===== src/rtl/lcd_bus_capture.sv =====
// lcd_bus_capture: receiver for an HD44780-style character-LCD write bus.
// Decodes command and data writes into a 2x16 shadow of the display, tracks
// the DDRAM cursor, and exposes a registered read port and a per-write event.
// A clear-display command sweeps the shadow back to CLR_CHAR, one byte per cycle.
module lcd_bus_capture #(
    parameter logic [7:0] CLR_CHAR = 8'h20
) (
    input  logic       clk,
    input  logic       rst,
    input  logic       lcd_e,
    input  logic       lcd_rs,
    input  logic       lcd_rw,
    input  logic [7:0] lcd_data,
    input  logic [4:0] rd_idx,
    output logic [7:0] rd_char,
    output logic [6:0] cursor,
    output logic       busy,
    output logic       wr_evt,
    output logic [4:0] wr_idx,
    output logic [7:0] wr_char,
    output logic       err
);

    typedef enum logic {
        IDLE  = 1'b0,
        CLEAR = 1'b1
    } state_t;

    state_t     state, state_nxt;
    logic       e_d;
    logic       strobe;
    logic       inc, inc_nxt;
    logic [6:0] cursor_nxt;
    logic       err_nxt;
    logic [4:0] clr_k, clr_k_nxt;
    logic       evt_nxt;
    logic [4:0] cur_idx;
    logic       sh_we;
    logic [4:0] sh_widx;
    logic [7:0] sh_wdata;
    logic [7:0] shadow [32];

    // Cursor step between the two visible 16-character windows.
    function automatic logic [6:0] advance(input logic [6:0] addr, input logic up);
        if (up) begin
            if (addr == 7'h0F)      return 7'h40;
            else if (addr == 7'h4F) return 7'h00;
            else                    return addr + 7'd1;
        end else begin
            if (addr == 7'h40)      return 7'h0F;
            else if (addr == 7'h00) return 7'h4F;
            else                    return addr - 7'd1;
        end
    endfunction

    // A transfer is taken in the cycle after lcd_e was seen high and is now low.
    assign strobe  = e_d & ~lcd_e;
    assign cur_idx = {cursor[6], cursor[3:0]};
    assign busy    = (state == CLEAR);

    // Enable edge detector.
    always_ff @(posedge clk or negedge rst) begin
        // NOTE: sequential state always uses non-blocking assignment so every
        // register samples pre-edge values, independent of block ordering.
        if (!rst) e_d <= 1'b0;
        else      e_d <= lcd_e;
    end

    // State register for the IDLE/CLEAR machine and its sweep counter.
    always_ff @(posedge clk or negedge rst) begin
        if (!rst) begin
            state <= IDLE;
            clr_k <= 5'd0;
        end else begin
            state <= state_nxt;
            clr_k <= clr_k_nxt;
        end
    end

    // Next-state logic: strobe decode in IDLE, shadow sweep in CLEAR.
    always_comb begin
        // NOTE: every output of this block gets a default first; a path that
        // leaves one unassigned would infer a latch.
        state_nxt  = state;
        clr_k_nxt  = clr_k;
        cursor_nxt = cursor;
        inc_nxt    = inc;
        err_nxt    = err;
        evt_nxt    = 1'b0;
        sh_we      = 1'b0;
        sh_widx    = cur_idx;
        sh_wdata   = lcd_data;

        case (state)
            IDLE: begin
                if (strobe) begin
                    if (lcd_rw) begin
                        // Reads are not serviced; flag the attempt.
                        err_nxt = 1'b1;
                    end else if (lcd_rs) begin
                        sh_we      = 1'b1;
                        evt_nxt    = 1'b1;
                        cursor_nxt = advance(cursor, inc);
                    end else begin
                        // Highest set bit selects the command.
                        casez (lcd_data)
                            8'b1???????: begin
                                if (lcd_data[5:4] == 2'b00) begin
                                    cursor_nxt = lcd_data[6:0];
                                end else begin
                                    cursor_nxt = 7'h00;
                                    err_nxt    = 1'b1;
                                end
                            end
                            8'b000001??: inc_nxt = lcd_data[1];
                            8'b0000001?: cursor_nxt = 7'h00;
                            8'b00000001: begin
                                cursor_nxt = 7'h00;
                                inc_nxt    = 1'b1;
                                clr_k_nxt  = 5'd0;
                                state_nxt  = CLEAR;
                            end
                            // CGRAM address, function set, shift, display
                            // control and 8'h00 leave the mirror untouched.
                            default: ;
                        endcase
                    end
                end
            end
            CLEAR: begin
                sh_we     = 1'b1;
                sh_widx   = clr_k;
                sh_wdata  = CLR_CHAR;
                clr_k_nxt = clr_k + 5'd1;
                if (clr_k == 5'd31) state_nxt = IDLE;
                // The driver should have waited; drop the transfer and flag it.
                if (strobe) err_nxt = 1'b1;
            end
            default: state_nxt = IDLE;
        endcase
    end

    // Cursor, entry mode, sticky error and the data-write event registers.
    always_ff @(posedge clk or negedge rst) begin
        if (!rst) begin
            cursor  <= 7'h00;
            inc     <= 1'b1;
            err     <= 1'b0;
            wr_evt  <= 1'b0;
            wr_idx  <= 5'd0;
            wr_char <= 8'h00;
        end else begin
            cursor <= cursor_nxt;
            inc    <= inc_nxt;
            err    <= err_nxt;
            wr_evt <= evt_nxt;
            if (evt_nxt) begin
                wr_idx  <= cur_idx;
                wr_char <= lcd_data;
            end
        end
    end

    // Shadow RAM: single write port shared by data writes and the clear sweep.
    always_ff @(posedge clk or negedge rst) begin
        // NOTE: the shadow is reset as flops on purpose: the display mirror must
        // read CLR_CHAR immediately after reset, which a RAM macro cannot give.
        if (!rst) begin
            for (int i = 0; i < 32; i++) shadow[i] <= CLR_CHAR;
        end else if (sh_we) begin
            shadow[sh_widx] <= sh_wdata;
        end
    end

    // Registered read port.
    always_ff @(posedge clk or negedge rst) begin
        if (!rst) rd_char <= 8'h00;
        else      rd_char <= shadow[rd_idx];
    end

endmodule


===== config.mk =====
export PLATFORM = sky130hd
export DESIGN_NAME = lcd_bus_capture
export DESIGN_NICKNAME = d
export VERILOG_FILES = /design/src/rtl/lcd_bus_capture.sv
export SDC_FILE = /design/constraint.sdc
export NUM_CORES = 1
export LEC_CHECK = 0
export BUFFER_PORTS_ARGS = -buffer_cell sky130_fd_sc_hd__clkbuf_2
export CORE_MARGIN = 1.5
export CORE_UTILIZATION = 59
export DETAILED_ROUTE_END_ITERATION = 8
export PLACE_DENSITY = 0.76
export SYNTH_ARGS = -nofsm -noshare
export SYNTH_HDL_FRONTEND = slang
export SYNTH_SLANG_ARGS = --single-unit

===== constraint.sdc =====
create_clock -name clk -period 2.65 [get_ports clk]
set_input_delay 0.265 -clock clk [delete_from_list [all_inputs] [get_ports clk]]
set_output_delay 0.265 -clock clk [all_outputs]
set_load 0.02 [all_outputs]

# --- Word level (Yosys, flattened, before mapping) ---
# Cells that the tools add are included.
word_totals:
  regBits: 294
  in_bits: 18
  out_inout_bits: 31
  wordCells: 120
op_classes:
  n_addsub: 3
  magnitude_cmp: 3
  n_eq_ne: 15
  mux: 40
  bitwise: 7
  n_reduce_logical: 10
ops:
  columns: ["operator", "n"]
  rows:
  - ["$bwmux 256", 1]
  - ["$mux 7", 7]
  - ["$bmux 8 s5", 1]
  - ["$demux 8 s5", 1]
  - ["$mux 8", 4]
  - ["$mux 5", 5]
  - ["$mux 1", 15]
  - ["$eq 7x7->1 const B", 2]
  - ["$pmux 7 s2", 1]
  - ["$ge 6x6->1 const B", 2]
  - ["$not 5->6", 2]
  - ["$pmux 5 s2", 1]
  - ["$reduce_and 5->1", 2]
  - ["$ne 3x3->1 const B", 3]
  - ["$eq 8x1->1 const B", 1]
  - ["$pmux 1 s2", 4]
  - ["$reduce_and 4->1", 2]
  - ["$add 7x1->7 const B", 1]
  - ["$eq 7x1->1 const B", 1]
  - ["$eq 7x4->1 const B", 1]
  - ["$logic_not 7->1", 1]
  - ["$sub 7x1->7 const B", 1]
  - ["$eq 6x1->1 const B", 1]
  - ["$lt 6x1->1 const B", 1]
  - ["11 further kinds", 17]

# --- Logic depth before layout (Yosys ltp) ---
depth:
  word_depth: 7
  depth_mapped: 7
  ltp_nobuf: 6

# --- Worst setup path before layout ---
# No wires, ideal clock.
synth_timing:
  path_kind: "register to register"
  from: "register cursor[1]"
  to: "register cursor[4]"
  setup_ns: 0.125
  arrival_ns: 2.041
  required_time_ns: 2.525
  slack_ns: 0.485
  stages_incl_launch_ff: 8
  n_path_buf: 1
  synth_period_minus_slack_ns: 2.165
  path_cell_list: "dfrtp_1 -> clkbuf_1 -> inv_1 -> ha_1 -> or4b_2 -> nand2_1 -> o211ai_1 -> mux2_2"
synth_via:
  elab_chain_cells: 5
  elab_cells_between_ends: 12
  cone_classes: "add/sub (2); eq/ne (3); mux (6); reduce/logical (1)"
synth_lines:
  columns: ["item", "line_no", "source"]
  rows:
  - ["start: declaration", "16", "output logic [6:0] cursor,"]
  - ["start signal: assignment", "153", "cursor <= cursor_nxt;"]
  - ["$sub 7x1->7 (tied with other cells)", "52", "else return addr - 7'd1;"]
  - ["$mux 7 (on tied branches)", "51, 47", null]
  - ["$mux 7 (on tied branches)", "50, 46", null]
  - ["$mux 7 (*)", "45", "if (up) begin"]
  - ["$mux 7 (*)", "100", "end else if (lcd_rs) begin"]
# Mark *: on every way between the ends. The rest lies on a longest branch, timed or not.
# A chain may end at the register's enable or synchronous reset.

# --- Worst setup path in the final report ---
layout_timing:
  from: "input lcd_e"
  to: "register shadow[224] in the netlist's numbering"
layout_via:
  elab_chain_cells: 4
layout_lines:
  columns: ["item", "line_no", "source"]
  rows:
  - ["start: declaration", "10", "input logic lcd_e,"]
  - ["$not 1->1", "57", "assign strobe = e_d & ~lcd_e;"]
  - ["$and 1x1->1", "57", null]
  - ["$mux 1", "96", "if (strobe) begin"]
  - ["$pmux 1 s2", "94", "case (state)"]
  - ["end signal: indexed assignment", "171", "shadow[sh_widx] <= sh_wdata;"]
  - ["end: declaration", "41", "logic [7:0] shadow [32];"]
# Every way passes these cells.

==> impl_results.md <==
* Gpl congestion at 0.901
* Most common flop cell mapped by yosys: dfrtp_1
* Critical-path cell list: dlygate4sd3_1 > clkbuf_2 > or4b_1 > nor4_4 > o21ai_2 > a22o_1
* Die ar. at ~24,000 um2
* Syn Nets at 1,047
* Crit path DAT at approximately 2.9 ns
* Layout cell share with drive strength beyond 1 at 0.266
* Peak fanout along the critical path at 8
* Crit path time final at 2.41 ns
* Post-synthesis adder-cell area fraction at 0.00372
* Via count at 9,957
* Remaining Overflow, GRT at 0
* Setup crit end kind: flop
* Layout Skew at 0.0206 ns
* Tcrit/Tclk final at 0.908
* Total net switching power at 3.35 mW
* Ant. Diodes at 0
* Hold WS at 0.0360 ns
* Comb power frac at 0.177
* Post-Synth Simple-Gate Area at 0.0645
* Sequential fraction of the synthesis area at 0.550
* Ys Warns at 0
* Relative slew slack at 0.407
* Hold Crit Class: primary input to flop
* Post-synth EDFFs at 0
* DRT Pass-1 Iters at 5
* Sinks on Clock Net at approximately 290
* Antenna Violating Nets Remaining at 0
* Total CTS buffers at 30
* RSZ-0062 raised after global routing: false
* Ports at 49
* Post-Syn Instances at 1,025
* Max Buffers Root-to-Sink at 3
* Initial Utilization at 0.598
* Startpoint Class: primary input
* Leak pwr at approximately 6.9 nW
* FF+latch count, synth at about 290
* Cell Rows at 55
* Final net count at between 1,000 and 1,500
* Largest net degree at the start of global routing at 82
* Max Freq at approximately 420 MHz
* Final standard cell area without fillers at 15,200 um2
* Layout Utilization at 0.677
* Clock root buffer: clkbuf_16
* Die width at 154 um
* Final setup fails at 0
* Crit path buffers/inverters at 2
* Drt via density at 7.19
* DPL Wire Length at 25.2 mm
* # fillers at approximately 1,500
* Largest family of logic cells by synthesized area: compound AO/OA/AOI/OAI gates
* Die Y at 154 um
* Yosys cell types at 66
* Core area at 22,500 um2
* Syn_area_per_cell at 13.1 um2
* Clk Latency, worst-skew pair at 0.57 ns
* MaxCap Viol Count at 0
* Sequential power share at 0.467
* Total setup buffers inserted after CTS at 0
* Final Hold Fails at 0
* Compound-gate portion of the synthesized area at 0.230
* Int Pwr at 8.65 mW
* Global-route usage over all layers at 0.326
* Slew @ Worst Pin at between 0.8 and 0.9 ns
* TritonCTS clock tree: built
* DRC Markers at 0
* Outcome: completed
* # hold bufs at CTS at 2
* Async S/R FF share, synth at 1.00
* First-pass GRT wire length at 59.3 mm
* Clk pwr share at 0.356
* Initial antenna violation count at 0
* Kind of critical path: primary input to flop
* Initial DRC Count at ~900
* WP data required at 3.10 ns
* P per Cell Area at about 790 nW/um2
* Crit-path max cell delay at 0.78 ns
* Placed inst area at 14,200 um2
* Setup total negative slack at 0 ns
* Post-Syn Area at 13,500 um2
* CTS resizes at 0
* Area grow syn2layout at 13.2%
* Post-synthesis share of cell area spent on xor and xnor gates at 0.00195
* Vias in the first global route at 10,200
* Crit path max-delay family: simple AND/OR/NAND/NOR gates
* VDD IR max at between 600 and 700 uV
* Clk slew on worst S/H paths at 0.06 ns
* Pwr Total at roughly 12 mW
* Per-cell routed wire length at 27.3 um
* Routed wire length at 37.8 mm
* H-tree Lvls at 1
* Post-synthesis mux area share at 0.116
* Switch share at 0.279
* Slew Limit Fails at 0
* Port buffer count at 48
* Slowest cell on crit path: or4b_1
-- logic make-up (layout without fill, tap and decap cells) --
family,after synthesis,after routing
compound gates,388,388
flops,294,294
simple gates,147,147
buf+inv,114,188
mux,75,75
fa+ha+maj,4,4
xor+xnor,3,3
-- layer usage --
metal,share of wire,global-route usage
met5,0,0
met4,0.039,0.131
met3,0.099,0.0705
met2,0.45,0.487
met1,0.41,0.472
-- flip-flops by register name, summed over array words and instances, names as in the netlist, 5 cells and up --
| register | flops |
|---|---|
| rd_char | 8 |
| wr_idx | 5 |
| clr_k | 5 |
| shadow | 256 |
| cursor | 7 |
| wr_char | 8 |
-- through the flow --
| stage | instances | worst slack, ns |
|---|---|---|
| floorplan | 1025 | 0.485 |
| global placement | 1326 | 0.331 |
| detailed placement | 1326 | 0.270 |
| CTS | 1384 | 0.284 |
| global route | 1384 | 0.178 |
| finish | 1384 | 0.244 |
-- tightest hold or removal path, delay by kind of cell --
family,cells,cell delay (ns)
AO/OA/AOI/OAI,1,0.12
buffers and inverters,1,0.12
AND/OR/NAND/NOR,1,0.06
-- synthesized netlist by cell type (6+ instances only) --
cell / n / area share
inv_1: 37 / 0.010
dfrtp_1: 261 / 0.49
o21ai_2: 19 / 0.012
o2bb2ai_1: 35 / 0.023
o22ai_1: 32 / 0.015
nor3_1: 7 / 0.0026
nand4_1: 10 / 0.0047
buf_2: 12 / 0.0045
nand2_1: 24 / 0.0067
a22oi_1: 26 / 0.015
nor4_1: 10 / 0.0047
o21ai_0: 37 / 0.014
mux4_2: 64 / 0.11
nor2_1: 34 / 0.0095
a22o_1: 180 / 0.12
a2bb2oi_1: 6 / 0.0039
buf_1: 15 / 0.0042
dfstp_2: 33 / 0.064
clkbuf_1: 48 / 0.013
mux2_2: 10 / 0.0084
o21ai_1: 12 / 0.0045
nor2b_1: 11 / 0.0051
nand2b_1: 12 / 0.0056
-- path summary, 6_finish.rpt --
| kind | slack [ns] | from | endpoint | cells after the start |
|---|---|---|---|---|
| worst max-delay path | 0.24 | lcd_e | shadow[224]$_DFFE_PN0P_ | 6 |
| worst min-delay path | 0.04 | lcd_rw | err$_DFFE_PN0P_ | 3 |
| worst max register to register | 0.26 | busy$_DFF_PN0_ | shadow[224]$_DFFE_PN0P_ | 4 |
| worst min register to register | 0.47 | shadow[165]$_DFFE_PN1P_ | shadow[165]$_DFFE_PN1P_ | 2 |
| max in group asynchronous | 1.45 | rst | shadow[93]$_DFFE_PN1P_ | 3 |
| min in group asynchronous | 0.26 | rst | shadow[176]$_DFFE_PN0P_ | 2 |
-- layout by cell type, fill, tap and decap left out, types with 5 or more instances in the layout --
cell type	instances
a22o_1	180
inv_1	37
mux4_2	64
a41oi_1	5
nor2b_2	7
o21ai_1	12
nand4_1	10
a22oi_1	26
o22ai_1	32
o21ai_2	19
nand2_1	24
mux2_2	10
nor4_1	10
buf_4	39
dfrtp_1	261
clkbuf_1	9
dfstp_2	33
o21ai_0	37
nand2b_1	12
clkbuf_16	31
a2bb2oi_1	6
clkbuf_2	46
nor3_1	7
o2bb2ai_1	35
clkbuf_8	9
nor2_1	33
buf_12	7
-- layout make-up --
cell class | count | area (um2) | share of cell area
multi-input cells | 617 | 5640 | 0.370
repair buffers | 95 | 698 | 0.0458
clock inverters | 7 | 68.8 | 0.00452
well taps | 285 | 357 | 0.0234
inverters | 37 | 139 | 0.00912
flip-flops and latches | 294 | 7400 | 0.486
clock buffers | 49 | 933 | 0.0613
-- power by group through the flow --
stage	Combinational, mW	Sequential [mW]	Clock (mW)
after floorplan	1.37	5.59	0
after CTS	2.11	5.58	4.29
final	2.13	5.60	4.27
after global routing	2.27	5.66	4.46
after global placement	2.04	5.62	0
after detailed placement	2.11	5.64	0
Power figures use the tool's default switching activity.
